===== config.mk =====
export PLATFORM = sky130hd
export DESIGN_NAME = decode_stage
export DESIGN_NICKNAME = d
export VERILOG_FILES = /design/src/rtl/decode_pkg.sv /design/src/rtl/imm_gen.sv /design/src/rtl/decode_stage.sv
export SDC_FILE = /design/constraint.sdc
export NUM_CORES = 2
export LEC_CHECK = 0
export BUFFER_PORTS_ARGS = -buffer_cell sky130_fd_sc_hd__buf_4
export CORE_ASPECT_RATIO = 0.8
export CORE_UTILIZATION = 50
export CTS_BUF_LIST = sky130_fd_sc_hd__clkbuf_8
export DETAILED_ROUTE_END_ITERATION = 12
export GPL_TIMING_DRIVEN = 0
export PLACE_DENSITY = 0.69
export SYNTH_ARGS = -nofsm -noshare
export SYNTH_HDL_FRONTEND = slang
export SYNTH_HIERARCHICAL = 1
export SYNTH_SLANG_ARGS = --single-unit

===== constraint.sdc =====
create_clock -name clk -period 36.6 [get_ports clk]
set_clock_uncertainty 0.1 [all_clocks]
set_input_delay 1.83 -clock clk [delete_from_list [all_inputs] [get_ports clk]]
set_output_delay 1.83 -clock clk [all_outputs]
set_load 0.1 [all_outputs]

===== src/rtl/decode_pkg.sv =====
// Shared decode definitions: opcodes, load widths, instruction formats.
package decode_pkg;

  localparam logic [6:0] OpLoad   = 7'b0000011;
  localparam logic [6:0] OpImm    = 7'b0010011;
  localparam logic [6:0] OpAuipc  = 7'b0010111;
  localparam logic [6:0] OpStore  = 7'b0100011;
  localparam logic [6:0] OpReg    = 7'b0110011;
  localparam logic [6:0] OpLui    = 7'b0110111;
  localparam logic [6:0] OpBranch = 7'b1100011;
  localparam logic [6:0] OpJalr   = 7'b1100111;
  localparam logic [6:0] OpJal    = 7'b1101111;
  localparam logic [6:0] OpSystem = 7'b1110011;

  localparam logic [2:0] F3Lb  = 3'b000;
  localparam logic [2:0] F3Lh  = 3'b001;
  localparam logic [2:0] F3Lw  = 3'b010;
  localparam logic [2:0] F3Lbu = 3'b100;
  localparam logic [2:0] F3Lhu = 3'b101;

  typedef enum logic [2:0] {FmtR, FmtI, FmtS, FmtB, FmtU, FmtJ} instr_fmt_e;

  // Unknown opcodes fall back to FmtR so they carry a zero immediate.
  function automatic instr_fmt_e fmt_of(input logic [6:0] opcode);
    instr_fmt_e fmt;
    case (opcode)
      OpLoad, OpImm, OpJalr, OpSystem: fmt = FmtI;
      OpStore:                         fmt = FmtS;
      OpBranch:                        fmt = FmtB;
      OpLui, OpAuipc:                  fmt = FmtU;
      OpJal:                           fmt = FmtJ;
      default:                         fmt = FmtR;
    endcase
    return fmt;
  endfunction

  function automatic logic rs1_used(input logic [6:0] opcode);
    return !((opcode == OpLui) || (opcode == OpAuipc) || (opcode == OpJal));
  endfunction

  function automatic logic rs2_used(input logic [6:0] opcode);
    return (opcode == OpReg) || (opcode == OpStore) || (opcode == OpBranch);
  endfunction

endpackage


===== src/rtl/imm_gen.sv =====
// Combinational immediate generator, sign-extended from bit 31 to XLEN.
module imm_gen
  import decode_pkg::*;
#(
  parameter int unsigned XLEN = 32
) (
  input  logic [31:0]     instr_i,
  output logic [XLEN-1:0] imm_o
);

  logic [31:0] imm32;

  // Assemble the 32-bit immediate according to the instruction format.
  always_comb begin
    imm32 = '0;
    case (fmt_of(instr_i[6:0]))
      FmtI: imm32 = {{20{instr_i[31]}}, instr_i[31:20]};
      FmtS: imm32 = {{20{instr_i[31]}}, instr_i[31:25], instr_i[11:7]};
      FmtB: imm32 = {{19{instr_i[31]}}, instr_i[31], instr_i[7], instr_i[30:25],
                     instr_i[11:8], 1'b0};
      FmtU: imm32 = {instr_i[31:12], 12'b0};
      FmtJ: imm32 = {{11{instr_i[31]}}, instr_i[31], instr_i[19:12], instr_i[20],
                     instr_i[30:21], 1'b0};
      default: imm32 = '0;
    endcase
  end

  // Widen to XLEN by replicating the sign bit.
  always_comb begin
    imm_o       = '0;
    imm_o[31:0] = imm32;
    for (int b = 32; b < XLEN; b++) begin
      imm_o[b] = imm32[31];
    end
  end

endmodule


===== src/rtl/decode_stage.sv =====
// Decode stage: field/immediate decode, register file read with write-back
// forwarding, load-use scoreboard and a single-entry output register.
module decode_stage
  import decode_pkg::*;
#(
  parameter int unsigned XLEN   = 32,
  parameter int unsigned NREG   = 32,
  parameter int unsigned BYPASS = 1
) (
  input  logic            clk,
  input  logic            reset,
  input  logic            in_valid,
  output logic            in_ready,
  input  logic [31:0]     in_instr,
  output logic            out_valid,
  input  logic            out_ready,
  output logic [6:0]      out_opcode,
  output logic [2:0]      out_funct3,
  output logic [6:0]      out_funct7,
  output logic [4:0]      out_rd,
  output logic [XLEN-1:0] out_imm,
  output logic [XLEN-1:0] out_rs1_data,
  output logic [XLEN-1:0] out_rs2_data,
  input  logic            wb_valid,
  input  logic [4:0]      wb_rd,
  input  logic [2:0]      wb_funct3,
  input  logic            wb_is_load,
  input  logic [XLEN-1:0] wb_data
);

  localparam int unsigned IdxW     = $clog2(NREG);
  localparam bit          BypassEn = (BYPASS != 0);

  logic [6:0]      opcode;
  logic [IdxW-1:0] rs1_idx, rs2_idx, rd_idx, wb_idx;
  logic [XLEN-1:0] imm;
  logic [XLEN-1:0] wb_ext;
  logic [XLEN-1:0] rs1_data, rs2_data;
  logic            hazard, accept;

  logic [XLEN-1:0] regs_q [NREG];
  logic [XLEN-1:0] regs_d [NREG];
  logic [NREG-1:0] busy_q, busy_d;

  logic            out_valid_q, out_valid_d;
  logic [6:0]      out_opcode_q, out_opcode_d;
  logic [2:0]      out_funct3_q, out_funct3_d;
  logic [6:0]      out_funct7_q, out_funct7_d;
  logic [4:0]      out_rd_q, out_rd_d;
  logic [XLEN-1:0] out_imm_q, out_imm_d;
  logic [XLEN-1:0] out_rs1_q, out_rs1_d;
  logic [XLEN-1:0] out_rs2_q, out_rs2_d;

  // Index bits above log2(NREG) are deliberately dropped.
  assign opcode  = in_instr[6:0];
  assign rs1_idx = in_instr[15 +: IdxW];
  assign rs2_idx = in_instr[20 +: IdxW];
  assign rd_idx  = in_instr[7 +: IdxW];
  assign wb_idx  = wb_rd[IdxW-1:0];

  imm_gen #(
    .XLEN (XLEN)
  ) u_imm_gen (
    .instr_i (in_instr),
    .imm_o   (imm)
  );

  // Size/sign the write-back data by load width; non-loads write full width.
  always_comb begin
    wb_ext = wb_data;
    if (wb_is_load) begin
      case (wb_funct3)
        F3Lb:    for (int b = 8; b < XLEN; b++) wb_ext[b] = wb_data[7];
        F3Lh:    for (int b = 16; b < XLEN; b++) wb_ext[b] = wb_data[15];
        F3Lw:    for (int b = 32; b < XLEN; b++) wb_ext[b] = wb_data[31];
        F3Lbu:   for (int b = 8; b < XLEN; b++) wb_ext[b] = 1'b0;
        F3Lhu:   for (int b = 16; b < XLEN; b++) wb_ext[b] = 1'b0;
        default: wb_ext = wb_data;
      endcase
    end
  end

  // Operand read: x0 is hardwired, same-cycle write-back wins over the array.
  always_comb begin
    rs1_data = regs_q[rs1_idx];
    rs2_data = regs_q[rs2_idx];
    if (BypassEn && wb_valid && (wb_idx == rs1_idx)) rs1_data = wb_ext;
    if (BypassEn && wb_valid && (wb_idx == rs2_idx)) rs2_data = wb_ext;
    if (rs1_idx == '0) rs1_data = '0;
    if (rs2_idx == '0) rs2_data = '0;
  end

  // Load-use hazard; a load write-back arriving now resolves it when bypassing.
  always_comb begin
    logic rs1_wait, rs2_wait;
    rs1_wait = rs1_used(opcode) && busy_q[rs1_idx] &&
               !(BypassEn && wb_valid && wb_is_load && (wb_idx == rs1_idx));
    rs2_wait = rs2_used(opcode) && busy_q[rs2_idx] &&
               !(BypassEn && wb_valid && wb_is_load && (wb_idx == rs2_idx));
    hazard   = rs1_wait || rs2_wait;
  end

  assign in_ready = (!out_valid_q || out_ready) && !hazard;
  assign accept   = in_valid && in_ready;

  // Register file and scoreboard next state; a new load's set beats a clear.
  always_comb begin
    regs_d = regs_q;
    busy_d = busy_q;
    if (wb_valid && (wb_idx != '0)) regs_d[wb_idx] = wb_ext;
    if (wb_valid && wb_is_load) busy_d[wb_idx] = 1'b0;
    if (accept && (opcode == OpLoad) && (rd_idx != '0)) busy_d[rd_idx] = 1'b1;
  end

  // Output bundle: load on accept, otherwise hold; valid drops only on drain.
  always_comb begin
    out_opcode_d = out_opcode_q;
    out_funct3_d = out_funct3_q;
    out_funct7_d = out_funct7_q;
    out_rd_d     = out_rd_q;
    out_imm_d    = out_imm_q;
    out_rs1_d    = out_rs1_q;
    out_rs2_d    = out_rs2_q;
    out_valid_d  = out_valid_q;
    if (accept) begin
      out_opcode_d = opcode;
      out_funct3_d = in_instr[14:12];
      out_funct7_d = in_instr[31:25];
      out_rd_d     = in_instr[11:7];
      out_imm_d    = imm;
      out_rs1_d    = rs1_data;
      out_rs2_d    = rs2_data;
      out_valid_d  = 1'b1;
    end else if (out_ready) begin
      out_valid_d  = 1'b0;
    end
  end

  // State registers, all cleared by the asynchronous reset.
  always_ff @(posedge clk or posedge reset) begin
    if (reset) begin
      for (int i = 0; i < NREG; i++) regs_q[i] <= '0;
      busy_q       <= '0;
      out_valid_q  <= 1'b0;
      out_opcode_q <= '0;
      out_funct3_q <= '0;
      out_funct7_q <= '0;
      out_rd_q     <= '0;
      out_imm_q    <= '0;
      out_rs1_q    <= '0;
      out_rs2_q    <= '0;
    end else begin
      regs_q       <= regs_d;
      busy_q       <= busy_d;
      out_valid_q  <= out_valid_d;
      out_opcode_q <= out_opcode_d;
      out_funct3_q <= out_funct3_d;
      out_funct7_q <= out_funct7_d;
      out_rd_q     <= out_rd_d;
      out_imm_q    <= out_imm_d;
      out_rs1_q    <= out_rs1_d;
      out_rs2_q    <= out_rs2_d;
    end
  end

  assign out_valid    = out_valid_q;
  assign out_opcode   = out_opcode_q;
  assign out_funct3   = out_funct3_q;
  assign out_funct7   = out_funct7_q;
  assign out_rd       = out_rd_q;
  assign out_imm      = out_imm_q;
  assign out_rs1_data = out_rs1_q;
  assign out_rs2_data = out_rs2_q;

endmodule


==> out/qor.yml <==
run_status:
  outcome: "complete, but fails checks"
  violations: "max-capacitance violations, max-slew violations"
timing:
  hold_slack_ns: 0.383
  finalSetupTns_ns: 0
  fin_crit_sh_pct: 18.9
  max_freq_mhz: 144
  min_period_ns: 6.93
  setup_viol: 0
  slew_headroom_pct: -14.9
  grt_setup_unrepaired: "false"
  tightest_slew_ns: 1.72
  finalMaxSlewViolations: 111
  hold_viol: 0
place:
  post-dp-hpwl_mm: 194
  place_area_um2: 64300
  place.gp.congestion: 1.08
  io_buffers: 195
clocking:
  cts-resized-gates: 0
  holdBufCountCts: 0
  postCtsSetupBuffers: 0
  cts-root-buf: "clkbuf_8"
  clock_latency_ns: 1.04
  clkSinkCount: 1175
  cts_tree: "built"
  clk_pin_slew_worst_paths_ns: 0.07
  clock_tree.buffer_depth: 3
  htreeDepth: 4
  cts-buffers-inserted: 194
worst_setup_path:
  critical_path_arrival_ns: 7.76
  crit_family: "buffers and inverters"
  cp-endpoint: "out_rs2_data[13]"
  crit_path_max_incr_delay_ns: 1.11
  startpoint_type: "primary input"
  crit_chain: "buf_4, buf_2, buf_2, buf_2, buf_1, buf_2, mux2i_1, a211oi_1, a211oi_1, mux2_4"
  cpMostUsedCell: "buf_2"
  timing.rr.start: "regs_q[237]"
  crit_required_ns: 37.42
  path_max_fanout: 11
  endpoint_kind: "flip-flop"
  cp_slowest_cell: "a211oi_1"
  r2r_cells: 6
  worst-path-buf-inv: 6
  setup.worst_path.class: "in -> reg"
  worst-path-stages: 10
  startpoint: "in_instr[21]"
  r2r_slack_ns: 33.25
  r2r_end: "out_rs2_data[13]"
route:
  avgViaCountPerCell: 7.09
  vias: 51700
  ant_nets: 0
  initialDrtViolationCount: 8494
  first_pass_iters: 13
  wl_mm: 264
  drc: 0
  wire_per_inst_um: 36.2
min_path:
  hp-class: "reg -> reg"
  min_from: "regs_q[1010]"
yosys:
  avgSynthCellArea_um2: 11.9
  synth_top_area_share_pct: 48.5
  netlist.top_cell.by_area: "dfrtp_1"
  async_flop_share_pct: 100
  synthTopCellsByArea: "dfrtp_1, mux4_2, mux2_2"
  ys.flop_type: "dfrtp_1"
  synth_seq_area_share_pct: 48.5
  syn_nets: 5187
  synth.ff_latch_count: 1175
  synth-edff-count: 0
  syn_inst: 5109
  syn_area_um2: 60600
  synth_warnings: 6
  synth_cell_types: 75
layout:
  fill_cells: 9906
  fin_util_pct: 57.4
  area_growth_pct: 13.1
  design_area_um2: 68500
  mostFrequentLayoutCell: "dfrtp_1"
  seqCellArea_um2: 29400
  multi_input_area_um2: 28600
  final_nets: 5589
  drive_above_1_share_pct: 26.7
  final_cell_mix: "dfrtp_1, nor2_1, a21oi_1, mux4_2, clkbuf_1"
global_route:
  grt_max_degree: 134
  track_usage_pct: 43.3
  grt_pass1_wl_mm: 369
  grt_pass1_vias: 49400
  grt_overflow: 0
  antenna_found_initial: 19
power:
  p_int_mw: 2.70
  ir_drop_mv: 0.0484
  sequentialPowerShare_pct: 42.4
  leakage_nw: 29.2
  powerDensity_nw_per_um2: 61.6
  clkPwrFrac_pct: 29.7
  p_sw_mw: 1.53
  pwr-share-comb_pct: 28.0
  swShare_pct: 36.1
flow_run:
  maxCapViolCount: 11
floorplan:
  ios: 198
  die_x_um: 391
  initial_core_util_pct: 50.7
  core_um2: 119000
  dieArea_um2: 123000
  rows: 113
  die_y_um: 313
-- worst min-delay path by stage --
stage                   end  slack [ns]  cells past startpoint
2_1_floorplan  regs_q[1000]        0.34                      1
3_3_place_gp   regs_q[1009]        0.35                      1
3_5_place_dp   regs_q[1018]        0.37                      1
4_1_cts        regs_q[1021]        0.38                      1
5_1_grt        regs_q[1008]        0.40                      1
6_report       regs_q[1010]        0.38                      1
-- layout make-up --
class                           count  area share (%)
Antenna cell                       11          0.0402
Buffer                            560            3.58
Clock buffer                      261            5.24
Clock inverter                     96           0.814
Inverter                           21           0.126
Multi-Input combinational cell   3353            41.8
Sequential cell                  1175            42.9
Tap cell                         1610            2.94
Timing Repair Buffer              206            2.55
-- through the flow --
step | cells | power [mW] | worst slack [ns]
floorplan | 5109 | 2.56 | 1.57
finish | 7293 | 4.22 | 29.67
detailed placement | 6925 | 2.93 | 29.58
global placement | 6914 | 2.89 | -11.65
global route | 7284 | 4.33 | 29.72
CTS | 7282 | 4.15 | 29.96
-- routing by layer --
metal | vias up | global-route usage [%] | wire (µm)
li1 | 19700 | - | -
met1 | 26200 | 55.7 | 94100
met2 | 4731 | 54.9 | 101000
met3 | 986 | 28.6 | 52500
met4 | 42 | 21.3 | 15500
met5 | - | 3.37 | 865
-- power groups by stage --
| stage | clock (mW) | sequential, mW | combinational [mW] |
|---|---|---|---|
| after floorplan | 0 | 1.93 | 0.632 |
| after global placement | 0 | 1.78 | 1.11 |
| after detailed placement | 0 | 1.79 | 1.14 |
| after CTS | 1.24 | 1.77 | 1.14 |
| after global routing | 1.30 | 1.81 | 1.22 |
| final | 1.25 | 1.79 | 1.18 |
-- registers in the layout, indices dropped and copies added (netlist names) --
signal,flops
out_imm,32
regs_q,1024
out_rs2_data,32
out_rs1_data,32
out_funct7,7
out_valid,1
out_opcode,7
busy_q,32
out_funct3,3
out_rd,5
-- cell families after synthesis --
family	Yosys count	share of synthesized area, %
buf+inv	581	4.18
xor+xnor	11	0.159
flops	1175	48.5
compound gates	1198	11.5
simple gates	1218	8.26
mux	926	27.4
-- synthesized netlist by cell type, types with 10 or more instances --
cell         n
buf_2       84
a21o_1      30
mux2i_1     50
mux2_2     265
o22a_1      10
o22ai_1     81
nor3_1      17
buf_1       58
nor2b_1     16
a31oi_1     41
a211oi_1    30
a22o_1      14
nand2b_1    10
mux2_4      88
a22oi_1     58
o21ai_0    247
dfrtp_1   1175
nand3_1    101
buf_4       15
nor2_1     637
mux4_2     523
inv_1       18
nand2_1    370
clkbuf_1   389
nand4_1     13
a32o_1      22
a21oi_1    590
Power figures use the tool's default switching activity.
